File: config.mk
export PLATFORM = sky130hd
export DESIGN_NAME = mc_power_manager_multi
export DESIGN_NICKNAME = d
export VERILOG_FILES = /design/src/rtl/mc_pm_pkg.sv /design/src/rtl/mc_pm_rank_fsm.sv /design/src/rtl/mc_power_manager_multi.sv
export SDC_FILE = /design/constraint.sdc
export NUM_CORES = 1
export LEC_CHECK = 0
export CAP_MARGIN = 30
export CORE_MARGIN = 5
export CORE_UTILIZATION = 25
export CTS_BUF_LIST = sky130_fd_sc_hd__clkbuf_2 sky130_fd_sc_hd__clkbuf_4 sky130_fd_sc_hd__clkbuf_8
export DETAILED_ROUTE_END_ITERATION = 10
export GPL_ROUTABILITY_DRIVEN = 0
export PLACE_DENSITY = 0.38
export RECOVER_POWER = 50
export SLEW_MARGIN = 10
export SYNTH_ARGS = -nofsm -noshare
export SYNTH_HDL_FRONTEND = slang
export SYNTH_SLANG_ARGS = --single-unit
File: constraint.sdc
create_clock -name clk -period 12.04 [get_ports clk]
set_input_delay 3.612 -clock clk [delete_from_list [all_inputs] [get_ports clk]]
set_output_delay 3.612 -clock clk [all_outputs]
set_load 0.02 [all_outputs]
File: src/rtl/mc_pm_pkg.sv
// Shared definitions for the multi-rank memory-controller power manager.
//   pm_state_t   : per-rank power state
//   PM_CMD_*     : cmd_type encodings understood by the block (others ignored)
package mc_pm_pkg;

  typedef enum logic [2:0] {
    PM_ACTIVE       = 3'd0,
    PM_IDLE         = 3'd1,
    PM_POWER_DOWN   = 3'd2,
    PM_SELF_REFRESH = 3'd3,
    PM_EXIT         = 3'd4
  } pm_state_t;

  localparam logic [3:0] PM_CMD_PD   = 4'b0100;
  localparam logic [3:0] PM_CMD_SR   = 4'b0101;
  localparam logic [3:0] PM_CMD_WAKE = 4'b0110;

endpackage

File: src/rtl/mc_pm_rank_fsm.sv
// One rank's power state machine with its idle and exit counters.
// Ports:
//   clk, reset_n        : clock, asynchronous active-low reset
//   activity            : rank activity this cycle (also a wake event)
//   pd_cmd/sr_cmd/wake_cmd : decoded, rank-qualified commands (one-hot at most)
//   auto_en             : enables threshold-driven entries
//   pd_threshold        : idle cycles before auto PD (0 disables)
//   sr_threshold        : idle cycles before auto SR from PD (0 disables)
//   power_down, self_refresh, rank_ready : registered state decodes
//   low_power_next      : next-cycle (power_down | self_refresh), for the
//                         registered all-rank reduction in the top
module mc_pm_rank_fsm
  import mc_pm_pkg::*;
#(
  parameter int unsigned CNT_W      = 16,
  parameter int unsigned TXP_CYCLES = 4,
  parameter int unsigned TXS_CYCLES = 16
) (
  input  logic             clk,
  input  logic             reset_n,
  input  logic             activity,
  input  logic             pd_cmd,
  input  logic             sr_cmd,
  input  logic             wake_cmd,
  input  logic             auto_en,
  input  logic [CNT_W-1:0] pd_threshold,
  input  logic [CNT_W-1:0] sr_threshold,
  output logic             power_down,
  output logic             self_refresh,
  output logic             rank_ready,
  output logic             low_power_next
);

  localparam int unsigned EXIT_MAX = (TXP_CYCLES > TXS_CYCLES) ? TXP_CYCLES : TXS_CYCLES;
  localparam int unsigned EXIT_W   = (EXIT_MAX > 1) ? $clog2(EXIT_MAX) : 1;
  localparam logic [EXIT_W-1:0] TXP_LOAD = EXIT_W'(TXP_CYCLES - 1);
  localparam logic [EXIT_W-1:0] TXS_LOAD = EXIT_W'(TXS_CYCLES - 1);

  pm_state_t         state_q, state_d;
  logic [CNT_W-1:0]  idle_cnt_q, idle_cnt_d;
  logic [EXIT_W-1:0] exit_cnt_q, exit_cnt_d;

  logic [CNT_W:0]    idle_cnt_plus1;
  logic [CNT_W-1:0]  idle_cnt_sat;
  logic              pd_auto, sr_auto, wake;
  logic              pd_d, sr_d, ready_d;

  // One extra bit so the threshold compare never wraps at all-ones.
  assign idle_cnt_plus1 = {1'b0, idle_cnt_q} + (CNT_W+1)'(1);
  assign idle_cnt_sat   = idle_cnt_plus1[CNT_W] ? idle_cnt_q : idle_cnt_plus1[CNT_W-1:0];

  assign pd_auto = auto_en && (pd_threshold != '0) && (idle_cnt_plus1 >= {1'b0, pd_threshold});
  assign sr_auto = auto_en && (sr_threshold != '0) && (idle_cnt_plus1 >= {1'b0, sr_threshold});
  assign wake    = activity || wake_cmd;

  // State and counter registers, plus the registered output decodes.
  always_ff @(posedge clk or negedge reset_n) begin
    if (!reset_n) begin
      state_q      <= PM_IDLE;
      idle_cnt_q   <= '0;
      exit_cnt_q   <= '0;
      power_down   <= 1'b0;
      self_refresh <= 1'b0;
      rank_ready   <= 1'b1;
    end else begin
      state_q      <= state_d;
      idle_cnt_q   <= idle_cnt_d;
      exit_cnt_q   <= exit_cnt_d;
      power_down   <= pd_d;
      self_refresh <= sr_d;
      rank_ready   <= ready_d;
    end
  end

  // Next-state logic. Only one command can target a rank per cycle, so the
  // PD-before-SR ordering in IDLE never competes with the SR-over-PD priority.
  always_comb begin
    state_d    = state_q;
    idle_cnt_d = idle_cnt_q;
    exit_cnt_d = exit_cnt_q;
    unique case (state_q)
      PM_ACTIVE: begin
        if (!activity) begin
          state_d    = PM_IDLE;
          idle_cnt_d = '0;
        end
      end
      PM_IDLE: begin
        if (activity) begin
          state_d = PM_ACTIVE;
        end else if (pd_cmd) begin
          state_d = PM_POWER_DOWN;
        end else if (sr_cmd) begin
          state_d = PM_SELF_REFRESH;
        end else begin
          idle_cnt_d = idle_cnt_sat;
          // Auto SR is only evaluated from POWER_DOWN, so PD always wins here.
          if (pd_auto) state_d = PM_POWER_DOWN;
        end
      end
      PM_POWER_DOWN: begin
        if (wake) begin
          state_d    = PM_EXIT;
          exit_cnt_d = TXP_LOAD;
        end else if (sr_cmd || sr_auto) begin
          state_d = PM_SELF_REFRESH;
        end else begin
          idle_cnt_d = idle_cnt_sat;
        end
      end
      PM_SELF_REFRESH: begin
        if (wake) begin
          state_d    = PM_EXIT;
          exit_cnt_d = TXS_LOAD;
        end
      end
      PM_EXIT: begin
        if (exit_cnt_q == '0) state_d = PM_ACTIVE;
        else                  exit_cnt_d = exit_cnt_q - EXIT_W'(1);
      end
      default: begin
        state_d = PM_IDLE;
      end
    endcase
  end

  // Outputs decoded from the next state so they move on the same edge.
  always_comb begin
    pd_d    = (state_d == PM_POWER_DOWN);
    sr_d    = (state_d == PM_SELF_REFRESH);
    ready_d = (state_d == PM_ACTIVE) || (state_d == PM_IDLE);
  end

  assign low_power_next = pd_d | sr_d;

endmodule

File: src/rtl/mc_power_manager_multi.sv
// Multi-rank power manager: one independent power FSM per rank, command
// decode per rank, and a registered all-ranks-low-power indication.
// Ports:
//   clk, reset_n     : clock, asynchronous active-low reset
//   activity         : per-rank activity
//   cmd_valid/cmd_type/cmd_rank : power command (PD / SR / wake); unknown
//                      codes and out-of-range ranks are ignored
//   auto_en, pd_threshold, sr_threshold : threshold-driven entry control
//   power_down, self_refresh, rank_ready : per-rank state outputs
//   low_power_mode   : every rank in POWER_DOWN or SELF_REFRESH
module mc_power_manager_multi
  import mc_pm_pkg::*;
#(
  parameter  int unsigned NUM_RANKS  = 4,
  parameter  int unsigned CNT_W      = 16,
  parameter  int unsigned TXP_CYCLES = 4,
  parameter  int unsigned TXS_CYCLES = 16,
  localparam int unsigned RANK_W     = (NUM_RANKS > 1) ? $clog2(NUM_RANKS) : 1
) (
  input  logic                 clk,
  input  logic                 reset_n,
  input  logic [NUM_RANKS-1:0] activity,
  input  logic                 cmd_valid,
  input  logic [3:0]           cmd_type,
  input  logic [RANK_W-1:0]    cmd_rank,
  input  logic                 auto_en,
  input  logic [CNT_W-1:0]     pd_threshold,
  input  logic [CNT_W-1:0]     sr_threshold,
  output logic [NUM_RANKS-1:0] power_down,
  output logic [NUM_RANKS-1:0] self_refresh,
  output logic [NUM_RANKS-1:0] rank_ready,
  output logic                 low_power_mode
);

  logic [NUM_RANKS-1:0] pd_cmd, sr_cmd, wake_cmd, lp_next;

  for (genvar r = 0; r < NUM_RANKS; r++) begin : g_rank
    logic hit;
    assign hit         = cmd_valid && (cmd_rank == RANK_W'(r));
    assign pd_cmd[r]   = hit && (cmd_type == PM_CMD_PD);
    assign sr_cmd[r]   = hit && (cmd_type == PM_CMD_SR);
    assign wake_cmd[r] = hit && (cmd_type == PM_CMD_WAKE);

    mc_pm_rank_fsm #(
      .CNT_W      (CNT_W),
      .TXP_CYCLES (TXP_CYCLES),
      .TXS_CYCLES (TXS_CYCLES)
    ) u_fsm (
      .clk            (clk),
      .reset_n        (reset_n),
      .activity       (activity[r]),
      .pd_cmd         (pd_cmd[r]),
      .sr_cmd         (sr_cmd[r]),
      .wake_cmd       (wake_cmd[r]),
      .auto_en        (auto_en),
      .pd_threshold   (pd_threshold),
      .sr_threshold   (sr_threshold),
      .power_down     (power_down[r]),
      .self_refresh   (self_refresh[r]),
      .rank_ready     (rank_ready[r]),
      .low_power_next (lp_next[r])
    );
  end

  // Reduced from next-state decodes so it updates on the same edge as the ranks.
  always_ff @(posedge clk or negedge reset_n) begin
    if (!reset_n) low_power_mode <= 1'b0;
    else          low_power_mode <= &lp_next;
  end

endmodule
==> impl_metrics.tcl <==
set metrics [dict create \
    run_status "complete, but fails checks" \
    violations "capacitance limit, slew limit" \
    min_path_type "register to register" \
    yosysWarnings 0 \
    cts_resized 0 \
    ant_nets 0 \
    path_common_cell "clkbuf_1" \
    synth-main-ff-cell "dfrtp_1" \
    hold_violations 0 \
    synth_edf_count 0 \
    path_cells "clkbuf_1 -> clkbuf_1" \
    vias 7876 \
    skew_ps 15.1 \
    clock-sinks 105 \
    crit_path_end "g_rank[0].u_fsm.idle_cnt_q[13]" \
    place_area_um2 10200 \
    tightest_slew_ps 3240 \
    route.detailed.drc 0 \
    synthToLayoutAreaGrowth_pct 13.1 \
    drtIter0Drc 380 \
    critPathCaptureType "asynchronous set/reset pin" \
    synth_cells 1076 \
    r2r_slack_ps 7290 \
    critPathKind "primary input to asynchronous set/reset pin" \
    drtPass1Iterations 5 \
    wirelength_um 30100 \
    hold_path_depth 1 \
    syn-cell-area_um2 9190 \
    start_kind "primary input" \
    cp.depth 2 \
    drv_cap 2 \
    yosysSeqAreaShare_pct 28.7 \
    crit_buf_inv 2 \
    grt_max_degree 60 \
    track_usage_pct 14.8 \
    place_ws_ps 4580 \
    syn_avg_cell_area_um2 8.54 \
    syn_nets 1258 \
    path_delay_family "buffers and inverters" \
    grt_pass1_wl_um 46600 \
    cts_made_buffers 9 \
    core_area_um2 36400 \
    cts_tree "built" \
    drive_gt1_share_pct 3.84 \
    diodes 0 \
    startpoint "reset_n" \
    antenna_found_initial 0 \
    use_met2_pct 25.2 \
    grt_overflow 0 \
    grt_pass1_vias 7848 \
    num_io_pins 59 \
    htreeDepth 3 \
    finalMaxSlewViolations 108 \
    r2r_cells 14 \
    cts_buffer_depth 2 \
    fmax_mhz 120 \
    critical-path-slowest-cell "clkbuf_1" \
    wire_per_inst_um 18.9 \
    crit_path_max_fanout 59 \
    start_util_pct 25.2 \
    viasPerCell 4.96 \
    fp.dieW_um 202 \
    clk_pin_slew_ps 110 \
    hpwl_um 23500 \
    fin_ws_ps 3720 \
    worstHoldStart "g_rank[0].u_fsm.exit_cnt_q[0]" \
    grtUsageMet1_pct 20.0 \
    num_rows 70 \
    synthArstFlopShare_pct 100 \
    top_usage_layer "met2" \
    hold_slack_ps 502 \
    ys_ff_latch 105 \
    fin_crit_sh_pct 69.1 \
    grt_use_met3_pct 1.76 \
    postCtsHoldBufs 0 \
    portBuffers 58 \
    cts_root_buf "clkbuf_8" \
    timing.rr.start "g_rank[2].u_fsm.idle_cnt_q[0]" \
    arrival_ps 8140 \
    clkLatencyLatePin_ps 400 \
    maxSlewHeadroom_pct -116 \
    cp.required_ps 11860 \
    rsz0062_at_grt "no" \
    die_area_um2 40700 \
    power_uw 941 \
    cts_setup_buffers 0 \
    max_stage_delay_ps 2390 \
    period_needed_ps 8320 \
    tns_ps 0 \
    synth_cell_types 71 \
    setup_violations 0 \
    num-nets-final 1298 \
    p_per_area_nw_per_um2 90.5 \
    rr_endpoint "g_rank[2].u_fsm.idle_cnt_q[0]" \
    postLayoutCellArea_um2 10400 \
    die_h_um 202 \
    total_leakage_power_uw 0.00490 \
    peakVddDrop_mv 0.0385 \
]
## Yosys cell counts (15+ instances only)
master / instances / area share (%)
a21oi_1: 49 / 2.7
xnor2_1: 38 / 3.6
nand2b_1: 19 / 1.3
nor2b_1: 23 / 1.6
a211oi_1: 15 / 1.2
nand3_1: 39 / 2.1
xor2_1: 17 / 1.6
o21ai_0: 48 / 2.6
nand4_1: 26 / 1.8
ha_1: 136 / 19
a21o_1: 20 / 1.6
nor4_1: 20 / 1.4
a22o_1: 18 / 1.7
nor2_1: 89 / 3.6
o21ai_1: 28 / 1.5
clkbuf_1: 21 / 0.86
dfrtp_1: 97 / 26
nand2_1: 95 / 3.9
nor3_1: 20 / 1.1
inv_1: 68 / 2.8
## stage by stage
stage | util (%) | cells
6_report | 28.5 | 1589
5_1_grt | 28.5 | 1589
4_1_cts | 28.5 | 1588
3_5_place_dp | 28.0 | 1572
3_3_place_gp | 28.0 | 1572
2_1_floorplan | - | 1076
## per-layer routing
metal | routed length (µm) | share of wire [%] | vias up
met3 | 820 | 2.7 | 17
met1 | 14300 | 48 | 3760
met5 | 0 | 0 | -
li1 | - | - | 3985
met4 | 469 | 1.6 | 0
met2 | 14400 | 48 | 114
## sequential cells by signal (all words and copies together) (netlist names)
register,count
g_rank.u_fsm.self_refresh,4
g_rank.u_fsm.rank_ready,4
g_rank.u_fsm.idle_cnt_q,64
g_rank.u_fsm.power_down,4
low_power_mode,1
g_rank.u_fsm.state_q,12
g_rank.u_fsm.exit_cnt_q,16
## cells by family (layout without fill, tap and decap cells)
kind of cell,Yosys count,in the layout,synth area share [%]
flip-flops,105,105,28.7
adder cells (fa/ha/maj),136,136,18.5
AO/OA/AOI/OAI,256,256,18.1
XOR/XNOR,55,55,5.24
multiplexers,20,20,2.31
AND/OR/NAND/NOR,395,395,22.1
buffers and inverters,109,154,5.08
## report_power, final
group,internal (µW),switching (µW)
clock network,83.7,144
registers,386,42.7
logic,116,168
## cell type report
type	count	area (µm²)
Fill cell	3919	26000
Multi-Input combinational cell	862	6090
Sequential cell	105	2640
Timing Repair Buffer	65	621
Tap cell	468	586
Inverter	73	274
Clock buffer	10	138
Clock inverter	6	50.0
## how the worst min path moves through the flow
stage / endpoint
floorplan: g_rank[1].u_fsm.exit_cnt_q[0]
global placement: g_rank[1].u_fsm.exit_cnt_q[0]
detailed placement: g_rank[3].u_fsm.exit_cnt_q[0]
CTS: g_rank[3].u_fsm.exit_cnt_q[0]
global route: g_rank[0].u_fsm.exit_cnt_q[0]
finish: g_rank[0].u_fsm.exit_cnt_q[0]
## layout by cell type, fill, tap and decap left out, types with 20 or more instances in the layout
cell type / n
clkdlybuf4s50_1: 51
ha_1: 136
nor2b_1: 23
o21ai_1: 28
nor4_1: 20
a21o_1: 20
nor3_1: 20
nand3_1: 39
xnor2_1: 38
dfrtp_1: 97
o21ai_0: 48
nand2_1: 95
nand4_1: 26
inv_1: 68
a21oi_1: 49
nor2_1: 89
(Power assumes the default switching activity.)
